<file path="src/rtl/hazard_unit.sv">
// Pipeline hazard controller: per-latch enable/flush, PC write enable,
// a data-memory wait state, a terminal halt state and stall/flush counters.
module hazard_unit #(
  parameter int CNT_W = 16
) (
  input  logic             CLK,
  input  logic             nRST,
  input  logic             ihit,
  input  logic             dhit,
  input  logic [4:0]       id_rs,
  input  logic [4:0]       id_rt,
  input  logic             id_uses_rt,
  input  logic             ex_dREN,
  input  logic             ex_RegWr,
  input  logic [4:0]       ex_wsel,
  input  logic             ex_redirect,
  input  logic             mem_dREN,
  input  logic             mem_dWEN,
  input  logic             wb_halt,
  output logic             pc_en,
  output logic             ifid_en,
  output logic             ifid_flush,
  output logic             idex_en,
  output logic             idex_flush,
  output logic             exmem_en,
  output logic             exmem_flush,
  output logic             memwb_en,
  output logic             halted,
  output logic [CNT_W-1:0] stall_cnt,
  output logic [CNT_W-1:0] flush_cnt
);

  // state | meaning
  // RUN   | normal issue
  // DWAIT | data access outstanding, pipeline frozen upstream of MEM/WB
  // HALT  | terminal, left only through reset
  typedef enum logic [1:0] {RUN, DWAIT, HALT} state_t;

  state_t state, state_nxt;
  logic   mem_stall, load_use, stall_evt, flush_evt;

  assign mem_stall = (mem_dREN | mem_dWEN) & ~dhit;
  assign load_use  = ex_dREN & ex_RegWr & (ex_wsel != 5'd0) &
                     ((ex_wsel == id_rs) | (id_uses_rt & (ex_wsel == id_rt)));

  always_comb begin
    state_nxt = state;
    if (state != HALT) begin
      if (wb_halt)
        state_nxt = HALT;
      else if (state == RUN && mem_stall)
        state_nxt = DWAIT;
      else if (state == DWAIT && dhit)
        state_nxt = RUN;
    end
  end

  always_comb begin
    pc_en       = 1'b0;
    ifid_en     = 1'b0;
    ifid_flush  = 1'b0;
    idex_en     = 1'b0;
    idex_flush  = 1'b0;
    exmem_en    = 1'b0;
    exmem_flush = 1'b0;
    memwb_en    = 1'b0;
    halted      = 1'b0;
    flush_evt   = 1'b0;
    if (!nRST) begin
      halted = 1'b0;
    end else if (state == HALT || wb_halt) begin
      halted = 1'b1;
    end else if (mem_stall) begin
      // bubble into MEM/WB while the access is outstanding
      memwb_en    = 1'b1;
      exmem_flush = 1'b1;
    end else if (ex_redirect) begin
      pc_en      = 1'b1;
      ifid_en    = 1'b1;
      idex_en    = 1'b1;
      exmem_en   = 1'b1;
      memwb_en   = 1'b1;
      ifid_flush = 1'b1;
      idex_flush = 1'b1;
      flush_evt  = 1'b1;
    end else if (load_use) begin
      idex_en    = 1'b1;
      idex_flush = 1'b1;
      exmem_en   = 1'b1;
      memwb_en   = 1'b1;
    end else if (!ihit) begin
      ifid_en    = 1'b1;
      ifid_flush = 1'b1;
      idex_en    = 1'b1;
      exmem_en   = 1'b1;
      memwb_en   = 1'b1;
    end else begin
      pc_en    = 1'b1;
      ifid_en  = 1'b1;
      idex_en  = 1'b1;
      exmem_en = 1'b1;
      memwb_en = 1'b1;
    end
  end

  assign stall_evt = ~pc_en & ~halted;

  always_ff @(posedge CLK or negedge nRST) begin
    if (!nRST) begin
      state     <= RUN;
      stall_cnt <= '0;
      flush_cnt <= '0;
    end else begin
      state <= state_nxt;
      if (stall_evt && stall_cnt != {CNT_W{1'b1}})
        stall_cnt <= stall_cnt + CNT_W'(1);
      if (flush_evt && flush_cnt != {CNT_W{1'b1}})
        flush_cnt <= flush_cnt + CNT_W'(1);
    end
  end

endmodule

</file>
<file path="config.mk">
export PLATFORM = sky130hd
export DESIGN_NAME = hazard_unit
export DESIGN_NICKNAME = d
export VERILOG_FILES = /design/src/rtl/hazard_unit.sv
export SDC_FILE = /design/constraint.sdc
export NUM_CORES = 1
export LEC_CHECK = 0
export CORE_MARGIN = 5
export CORE_UTILIZATION = 46
export CTS_BUF_LIST = sky130_fd_sc_hd__clkbuf_8
export DETAILED_ROUTE_END_ITERATION = 12
export MAX_ROUTING_LAYER = met4
export PLACE_DENSITY = 0.85
export SKIP_CTS_REPAIR_TIMING = 1
export SLEW_MARGIN = 10
export SYNTH_ARGS = -nofsm -noshare
export SYNTH_HDL_FRONTEND = slang
export SYNTH_SLANG_ARGS = --single-unit
</file>
<file path="constraint.sdc">
create_clock -name CLK -period 2.4 [get_ports CLK]
set_clock_uncertainty 0.2 [all_clocks]
set_input_delay 0.24 -clock CLK [delete_from_list [all_inputs] [get_ports CLK]]
set_output_delay 0.24 -clock CLK [all_outputs]
set_load 0.02 [all_outputs]
</file>
# After elaboration in Yosys (flattened, before gate mapping)
# Cells that the tools add are included.
# word_totals
out_inout_bits	41
ram_bits	0
mem_bits_ro	0
register_bits	34
latchBits	0
mem_count	0
in_bits	26
# op_classes
n_bitwise	11
mux	39
order_cmp	0
shifts	0
multipliers	0
eq_ne	7
div_mod_pow	0
n_reduce_logical	9
addsub	2
# op_table
op	n
$mux 1	36
$add 16x1->16 const B	2
$ne 16x16->1 const B	2
$eq 5x5->1	2
$and 1x1->1	6
$mux 2	3
$reduce_bool 5->1	1
$logic_and 1x1->1	4
$not 1->1	3
$reduce_bool 3->1	1
$eq 2x1->1 const B	1
$eq 2x2->1 const B	1
$logic_not 2->1	1
$ne 2x2->1 const B	1
$or 1x1->1	2
$reduce_and 2->1	1
$logic_or 1x1->1	1

# Logic depth before layout (Yosys ltp)
# Gate-level depths: netlist (run 1).
# depth
word_depth	12
mapped_depth	8
depth_no_buf	8

# Least setup slack after synthesis (run 1)
# OpenSTA, ideal clock, no wires.
# synth_path
path_kind	reg-to-reg
startpoint	reg state[1]
endpoint	reg flush_cnt[8]
t_arrival_ns	1.968
path_slack_ns	0.103
stages_incl_launch_ff	9
path_cell_list	dfrtp_1 nor2b_1 nor3_2 nand2_1 inv_2 nand2_1 a311oi_2 nand4_1 xnor2_1
# synth_between
elab_chain_len	5
# synth_lines
element	line	text
start: declaration	39	state_t state, state_nxt;
start signal: assignment	114	state <= state_nxt;
$eq 2x2->1	71	end else if (state == HALT || wb_halt) begin
$logic_or 1x1->1	71	
$mux 1	71	
$mux 1	69	if (!nRST) begin
$logic_and 1x1->1	117	if (flush_evt && flush_cnt != {CNT_W{1'b1}})
end signal: assignment	118	flush_cnt <= flush_cnt + CNT_W'(1);
end: declaration	30	output logic [CNT_W-1:0] flush_cnt
# Every way passes these cells.
# A chain may end at the register's enable or synchronous reset.

# Worst setup path after layout (run 1)
# layout_path
startpoint	in ex_wsel[1]
endpoint	out pc_en
# layout_between
elab_chain_len	9
word_cells_on_any_way	12
cone_classes	eq/ne: 2; mux: 5; bitwise: 4; reduce/logical: 1
# layout_lines
element	line	text
start: declaration	15	input logic [4:0] ex_wsel,
$eq 5x5->1	44	((ex_wsel == id_rs) | (id_uses_rt & (ex_wsel == id_rt)));
$and 1x1->1	44	
$or 1x1->1	44	
$and 1x1->1 *	43	assign load_use = ex_dREN & ex_RegWr & (ex_wsel != 5'd0) &
$mux 1 *	86	end else if (load_use) begin
$mux 1 *	77	end else if (ex_redirect) begin
$mux 1 *	73	end else if (mem_stall) begin
$mux 1 *	71	
$mux 1 *	69	
end: declaration	20	output logic pc_en,
# Mark *: on every way between the ends. The rest lies on a longest branch, timed or not.

==> qor.txt, run 1 <==
Core area: 0.00394 mm^2
Ys async rst share: 1.00
Placed Cells: 316
Gpl congestion: 0.831
Sequential share of the synthesized area: 0.459
Clk sink count: 34
Synthesized flop and latch total: 34
Antenna Cells: 0
Placed cell area: 0.00273 mm^2
Grt ovf: 0
Max stage delay cell, worst path: clkdlybuf4s50_1
CTS tree: done
Leak: 1.33 nW
Clk buf depth: 2
Mapped Nets: 209
Hold_ws: 0.214 ns
Syn_area_per_cell: 10.2 um^2
IO Count: 67
Reg2reg setup slack: 0.11 ns
Syn Std Cell Area: 0.00185 mm^2
Total CTS buffers: 5
Critical Path RT: 1.96 ns
Relative slew slack: 0.715
Nets: 302
Power Density: 561 mW/mm^2
Largest delay contributor family on the critical path: buffers and inverters
Top_reg_cell synth: dfrtp_1
Crit path DAT: 1.92 ns
Initial DRT Pass Iterations: 4
Crit Path Class: input pin to primary output
Via density: 5.18
Fin crit share: 0.982
Max VDD drop: 0.000317 V
Max-slew violations: 0
# setup viols final: 0
FF-to-FF path depth: 7
H-tree levels: 2
Post-layout util: 0.719
Die ar.: 0.00539 mm^2
Layout Cells excl Fill: 324
Number of port buffers: 66
Clk slew on worst S/H paths: 0.07 ns
Synth cell types: 42
# DRC: 0
Iteration-0 DRC Markers: 87
Crit-path max FO: 4
Standard-cell rows: 23
Post-synth EDFFs: 0
Tightest Hold Check Type: input pin to asynchronous set/reset pin
Clock root cell: clkbuf_8
Worst reg2reg startpoint: stall_cnt[0]
Fill cells: 306
Share of cells above drive strength 1: 0.164
Die height: 73.4 um
Crit Reg-Reg Endpoint: stall_cnt[1]
Vias: 1,678
Slowest cell delay on critical path: 0.45 ns
CP Capture Type: primary output
Worst Path Buf+Inv: 2
Slew at the pin with the worst max-slew slack: 0.427 ns
DRT Wirelength: 4620 um
Power Total: 1.59 mW
Synth Instances: 181
Status: finished clean
Pin count of the biggest net entering global routing: 35
First-pass GRT wire length: 7730 um
CP startpoint kind: input pin
GRT Overall Usage: 0.188
Synthesis Warnings: 0
Hpwl dp: 3520 um
Max cap viols: 0
Post-layout instance area: 0.00283 mm^2
Crit-path cells: clkdlybuf4s50_1 -> xor2_1 -> nor4_1 -> a32oi_1 -> nand2b_4 -> a21oi_1 -> nor2_1 -> dlymetal6s2s_1
Fmax: 424 MHz
Final hold viol count: 0
Initial Util: 0.470
Clock latency on the worst-skew pair: 0.28 ns
Area grow syn2layout: 53.0%
Antenna Violating Nets Remaining: 0
WL per Instance: 14.2 um
Vias in the first global route: 1,715
Fin crit period: 2.36 ns
Die width: 73.4 um
Initial antenna violation count: 0
-- worst reg2reg max path: cells and delay by family, from the launching register on --
| kind | cells | cell delay, ns |
|---|---|---|
| AO/OA/AOI/OAI | 2 | 0.31 |
| multiplexers | 1 | 0.32 |
| buffers and inverters | 1 | 0.15 |
| AND/OR/NAND/NOR | 2 | 0.65 |
| adder cells (fa/ha/maj) | 1 | 0.19 |
| flip-flops | 1 | 0.35 |
-- report_power, final --
group	switching (mW)	total, mW	internal (mW)
combinational	0.246	0.521	0.275
clock	0.194	0.388	0.194
sequential	0.0478	0.681	0.633
-- cell usage in the layout (no fill, tap or decap), types with 2 or more instances in the layout --
master and n:
nand2_1 16, dlymetal6s2s_1 7, xnor2_1 23, clkinv_2 2
nand3_2 3, nor4_1 2, nand4_1 9, a21oi_1 3
and3_1 8, xor2_1 15, nand2b_1 4, nand3_1 9
nor2b_1 2, inv_1 2, clkbuf_8 5, nor3_1 5
dfrtp_1 34, nor2_1 15, mux2_1 2, clkdlybuf4s50_1 57
and4_1 2, ha_1 2, buf_4 21
-- stage by stage --
step	setup TNS, ns	setup slack (ns)
after floorplan	0	0.103
after global placement	-1.50	-0.358
after detailed placement	-2.32	-0.415
after CTS	-1.52	-0.420
after global routing	-0.0570	-0.0226
final	0	0.0434
-- metal layers --
| layer | vias up | global-route usage | share of wire |
|---|---|---|---|
| li1 | 823 | - | - |
| met3 | 4 | 0.0451 | 0.051 |
| met5 | - | - | 0 |
| met1 | 802 | 0.219 | 0.43 |
| met4 | 0 | 0.0584 | 0.0041 |
| met2 | 49 | 0.318 | 0.52 |
-- cells by family (layout without fill, tap and decap cells) --
kind of cell | after synthesis | in the layout | synth area share
simple gates | 82 | 82 | 0.239
xor+xnor | 38 | 38 | 0.180
flops | 34 | 34 | 0.459
compound gates | 15 | 15 | 0.0662
buf+inv | 6 | 99 | 0.0182
mux | 4 | 4 | 0.0236
fa+ha+maj | 2 | 2 | 0.0135
-- synth_stat cells (all sizes together), types with 2 or more instances --
master / number / area share
buf: 2 / 0.010
or2: 2 / 0.0068
nand3: 12 / 0.041
ha: 2 / 0.014
and3: 8 / 0.027
nor4: 2 / 0.0068
nand2b: 5 / 0.017
xnor2: 23 / 0.11
nor2b: 2 / 0.0068
o21ai: 2 / 0.0074
nand2: 16 / 0.032
inv: 3 / 0.0061
nor2: 15 / 0.030
dfrtp: 34 / 0.46
xor2: 15 / 0.071
and4: 2 / 0.0095
nor3: 6 / 0.019
nand4: 9 / 0.030
a21oi: 4 / 0.013
mux2: 3 / 0.018
-- sequential cells by signal (all words and copies together) (netlist names) --
register / flops
stall_cnt: 16
flush_cnt: 16
state: 2
-- final cells by class --
class                           count  area, um^2  area share
Clock buffer                        5        68.8      0.0243
Inverter                            4        15.0     0.00530
Tap cell                           50        62.6      0.0221
Sequential cell                    34         851       0.300
Multi-Input combinational cell    141         981       0.346
Timing Repair Buffer               88         846       0.298
Clock inverter                      2        10.0     0.00353
-- worst max-delay path by stage --
stage,start,end,slack [ns],depth (start not counted)
after floorplan,state[1],flush_cnt[8],0.10,8
after global placement,ex_wsel[1],ifid_flush,-0.36,7
after detailed placement,ex_wsel[3],idex_flush,-0.42,7
after CTS,ex_wsel[3],idex_flush,-0.42,7
after global routing,ex_wsel[0],ifid_flush,-0.02,9
final,ex_wsel[1],pc_en,0.04,8
Power figures use the tool's default switching activity.
==> run 2, diff against run 1 <==
GPL_TIMING_DRIVEN = 0   (was not set)
==> qor.txt, run 2 (synthesized netlist as in run 1, its figures left out) <==
Status: finished clean
Crit-path max FO: 5
Critical Path RT: 1.96 ns
Hpwl dp: 3220 um
CTS tree: done
Area of the multi-input gates: 997 um^2
Fill cells: 300
Antenna Cells: 0
Die height: 73.4 um
Via density: 5.18
Max cap viols: 0
Power Density: 600 mW/mm^2
First-pass GRT wire length: 7010 um
Biggest regs: flush_cnt (16), stall_cnt (16), state (2)
Grt ovf: 0
IO Count: 67
Area grow syn2layout: 50.8%
Fin crit share: 0.943
Clock root cell: clkbuf_8
Standard-cell rows: 23
Commonest non-fill, non-tap cell in the layout: clkdlybuf4s50_1
Initial Util: 0.470
Worst reg2reg startpoint: stall_cnt[1]
Most frequent cells in the layout: 54 x clkdlybuf4s50_1, 33 x dfrtp_1, 23 x xnor2_1
Crit path DAT: 1.82 ns
Max-slew violations: 0
FF-to-FF path depth: 8
Number of port buffers: 66
Iteration-0 DRC Markers: 84
GRT Overall Usage: 0.167
Worst setup path start: state[1]
Initial antenna violation count: 0
Final hold viol count: 0
Max stage delay cell, worst path: clkdlybuf4s50_1
WP depth: 4
Die ar.: 0.00539 mm^2
Crit Reg-Reg Endpoint: stall_cnt[3]
Fin crit period: 2.26 ns
Worst Path Buf+Inv: 2
Setup tns final: 0 ns
Crit-path cells: nor2b_1 -> nor3_2 -> buf_4 -> clkdlybuf4s50_1
Grt met1 use: 0.196
Largest delay contributor family on the critical path: buffers and inverters
Vias in the first global route: 1,584
Pre-CTS setup slack: -0.598 ns
Vias: 1,612
Slowest cell delay on critical path: 0.59 ns
CP endpoint: memwb_en
Share of cells above drive strength 1: 0.138
Leak: 1.26 nW
WL per Instance: 14.2 um
Die width: 73.4 um
Max VDD drop: 0.000326 V
Initial DRT Pass Iterations: 4
Clk slew on worst S/H paths: 0.07 ns
Core area: 0.00394 mm^2
# setup viols final: 0
Slew at the pin with the worst max-slew slack: 0.363 ns
Clock latency on the worst-skew pair: 0.28 ns
RSZ-0062 raised after global routing: no
Relative slew slack: 0.756
Met2 usage: 0.289
DRT Wirelength: 4400 um
Grt peak-use layer: met2
Gpl congestion: 0.764
# DRC: 0
Clk buf depth: 2
Crit Path Class: register to primary output
Clk sink count: 34
Met3 GRT Util: 0.0410
CP Capture Type: primary output
Total CTS buffers: 5
Fmax: 442 MHz
Sequential Area: 852 um^2
Pin count of the biggest net entering global routing: 36
Reg2reg setup slack: 0.15 ns
CP startpoint kind: register
Setup ws final: 0.136 ns
Tightest Hold Check Type: input pin to asynchronous set/reset pin
Antenna Violating Nets Remaining: 0
H-tree levels: 2
Nets: 288
[run 2: report_power, final]
part           internal (mW)  switching (mW)  total, mW
Clock                  0.309           0.208      0.516
Combinational          0.238           0.212      0.450
Sequential             0.634          0.0744      0.709
[run 2: metal layers]
metal,routed length [um],vias to the layer above
met5,0,-
met4,52,0
met3,265,9
met2,2220,46
met1,1860,767
li1,-,790
[run 2: how the worst min path moves through the flow]
| stage | start | to | slack [ns] | depth (start not counted) |
|---|---|---|---|---|
| floorplan | nRST | flush_cnt[0] | -0.26 | 0 |
| global placement | flush_cnt[10] | flush_cnt[10] | 0.28 | 1 |
| detailed placement | nRST | stall_cnt[15] | 0.15 | 1 |
| CTS | nRST | stall_cnt[13] | -0.15 | 1 |
| global route | nRST | stall_cnt[13] | 0.31 | 3 |
| finish | nRST | stall_cnt[13] | 0.28 | 3 |
[run 2: final cells by class]
cell class | instances | area share
multi-input combinational | 141 | 0.357
sequential | 34 | 0.305
timing repair buffer | 72 | 0.263
clock buffer | 5 | 0.0246
tap | 50 | 0.0224
clock inverter | 3 | 0.0161
buffer | 2 | 0.00672
inverter | 4 | 0.00538
[run 2: tightest hold or removal path: cells and delay by family]
kind | cells | cell delay, ns
buf+inv | 3 | 0.88
[run 2: through the flow]
stage / utilization / hold WS (ns) / total power [mW] / instances / area [um^2]
final: 0.708 / 0.283 / 1.67 / 311 / 2790
after CTS: 0.681 / -0.150 / 1.65 / 305 / 2680
after global routing: 0.708 / 0.313 / 1.76 / 311 / 2790
after floorplan: - / -0.256 / 0.913 / 181 / 1850
after global placement: 0.653 / 0.278 / 1.12 / 297 / 2570
after detailed placement: 0.652 / 0.154 / 1.13 / 297 / 2570
==> run 3, diff against run 2 <==
TNS_END_PERCENT = 50   (was not set)
clock period = 2.25 ns   (was 2.4 ns; I/O delays follow)
==> qor.txt, run 3 (synthesized netlist as in run 1, its figures left out) <==
Clk buf depth: 2
Crit-path cells: ha_1 -> nand2_1 -> or4_4 -> o211ai_1 -> o21ai_2 -> buf_6 -> nand4_1 -> xnor2_1
Met1 Wirelength: 1970 um
WP depth: 8
FF-to-FF path depth: 8
CTS tree: done
Biggest regs: flush_cnt (16), stall_cnt (16), state (2)
Clock latency on the worst-skew pair: 0.28 ns
Die width: 73.4 um
Fin crit share: 1.03
Via density: 5.25
Status: finished with violations
Total CTS buffers: 5
Max cap viols: 0
Antenna Cells: 0
Iteration-0 DRC Markers: 56
H-tree levels: 2
Max layer used: met4
Hpwl dp: 3230 um
Fmax: 432 MHz
# DRC: 0
Leak: 1.33 nW
Core area: 0.00394 mm^2
RSZ-0062 raised after global routing: yes
Vias in the first global route: 1,598
Setup tns final: -0.403 ns
Max VDD drop: 0.000480 V
Slowest cell delay on critical path: 0.56 ns
Setup ws final: -0.0646 ns
Die height: 73.4 um
Pin count of the biggest net entering global routing: 36
First-pass GRT wire length: 7110 um
Grt ovf: 0
Placed cell area: 0.00258 mm^2
Clk sink count: 34
Vias: 1,632
DRT Wirelength: 4660 um
Critical Path RT: 2.26 ns
Commonest non-fill, non-tap cell in the layout: clkdlybuf4s50_1
Pre-CTS setup slack: -0.765 ns
Worst Path Buf+Inv: 1
Share of cells above drive strength 1: 0.165
Tightest Hold Check Type: input pin to asynchronous set/reset pin
WL per Instance: 15.0 um
Most frequent cells in the layout: 50 x clkdlybuf4s50_1, 31 x dfrtp_1, 23 x xnor2_1
Slew at the pin with the worst max-slew slack: 0.325 ns
# setup viols final: 11
Initial antenna violation count: 0
Initial DRT Pass Iterations: 4
GRT Overall Usage: 0.174
Met3 WL: 326 um
Initial Util: 0.470
Standard-cell rows: 23
CP Capture Type: register
Crit Path Class: register to register
Fin crit period: 2.31 ns
Number of port buffers: 66
Final hold viol count: 0
Wire length on met2: 2300 um
Violated checks: setup timing
CP startpoint kind: register
Largest delay contributor family on the critical path: simple AND/OR/NAND/NOR gates
Max stage delay cell, worst path: or4_4
Area grow syn2layout: 53.8%
Gpl congestion: 0.828
Crit path DAT: 2.32 ns
IO Count: 67
Clk slew on worst S/H paths: 0.07 ns
Die ar.: 0.00539 mm^2
Power Density: 624 mW/mm^2
Hold_ws: 0.290 ns
Antenna Violating Nets Remaining: 0
Nets: 288
Max-slew violations: 0
Post-layout instance area: 0.00285 mm^2
Clock root cell: clkbuf_8
Relative slew slack: 0.782
Crit-path max FO: 10
run 3: per-layer routing:
layer | vias up | track usage
met5 | - | -
met4 | 0 | 0.0624
met3 | 6 | 0.0561
met2 | 59 | 0.273
met1 | 776 | 0.211
li1 | 791 | -
run 3: path summary, 6_finish.rpt:
check,startpoint,to,slack [ns]
setup reg to reg,stall_cnt[0],stall_cnt[3],-0.06
hold / removal,nRST,flush_cnt[8],0.29
min in group CLK,flush_cnt[10],flush_cnt[10],0.30
hold reg to reg,flush_cnt[10],flush_cnt[10],0.30
max in group asynchronous,nRST,stall_cnt[0],1.37
setup / recovery,stall_cnt[0],stall_cnt[3],-0.06
run 3: power breakdown:
group | internal [mW] | switching, mW
clock network | 0.356 | 0.215
logic | 0.230 | 0.207
registers | 0.679 | 0.0895
run 3: per-stage QoR:
step,instances,utilization,power (mW)
2_1_floorplan,181,-,0.978
3_3_place_gp,297,0.655,1.20
3_5_place_dp,297,0.654,1.21
4_1_cts,305,0.684,1.78
5_1_grt,311,0.722,1.86
6_report,311,0.722,1.78
run 3: cell type report:
| type | instances | area (um^2) |
|---|---|---|
| timing repair buffer | 72 | 742 |
| multi-input combinational | 141 | 1030 |
| sequential | 34 | 855 |
| fill | 297 | 1090 |
| clock buffer | 6 | 82.6 |
| clock inverter | 2 | 33.8 |
| inverter | 4 | 21.3 |
| buffer | 2 | 18.8 |
| tap | 50 | 62.6 |
run 3: worst register-to-register path, delay by kind of cell (launching register included):
| family | cells | cell delay, ns |
|---|---|---|
| XOR/XNOR | 1 | 0.12 |
| flip-flops | 1 | 0.40 |
| AO/OA/AOI/OAI | 2 | 0.40 |
| adder cells (fa/ha/maj) | 1 | 0.20 |
| AND/OR/NAND/NOR | 3 | 0.75 |
| buffers and inverters | 1 | 0.17 |
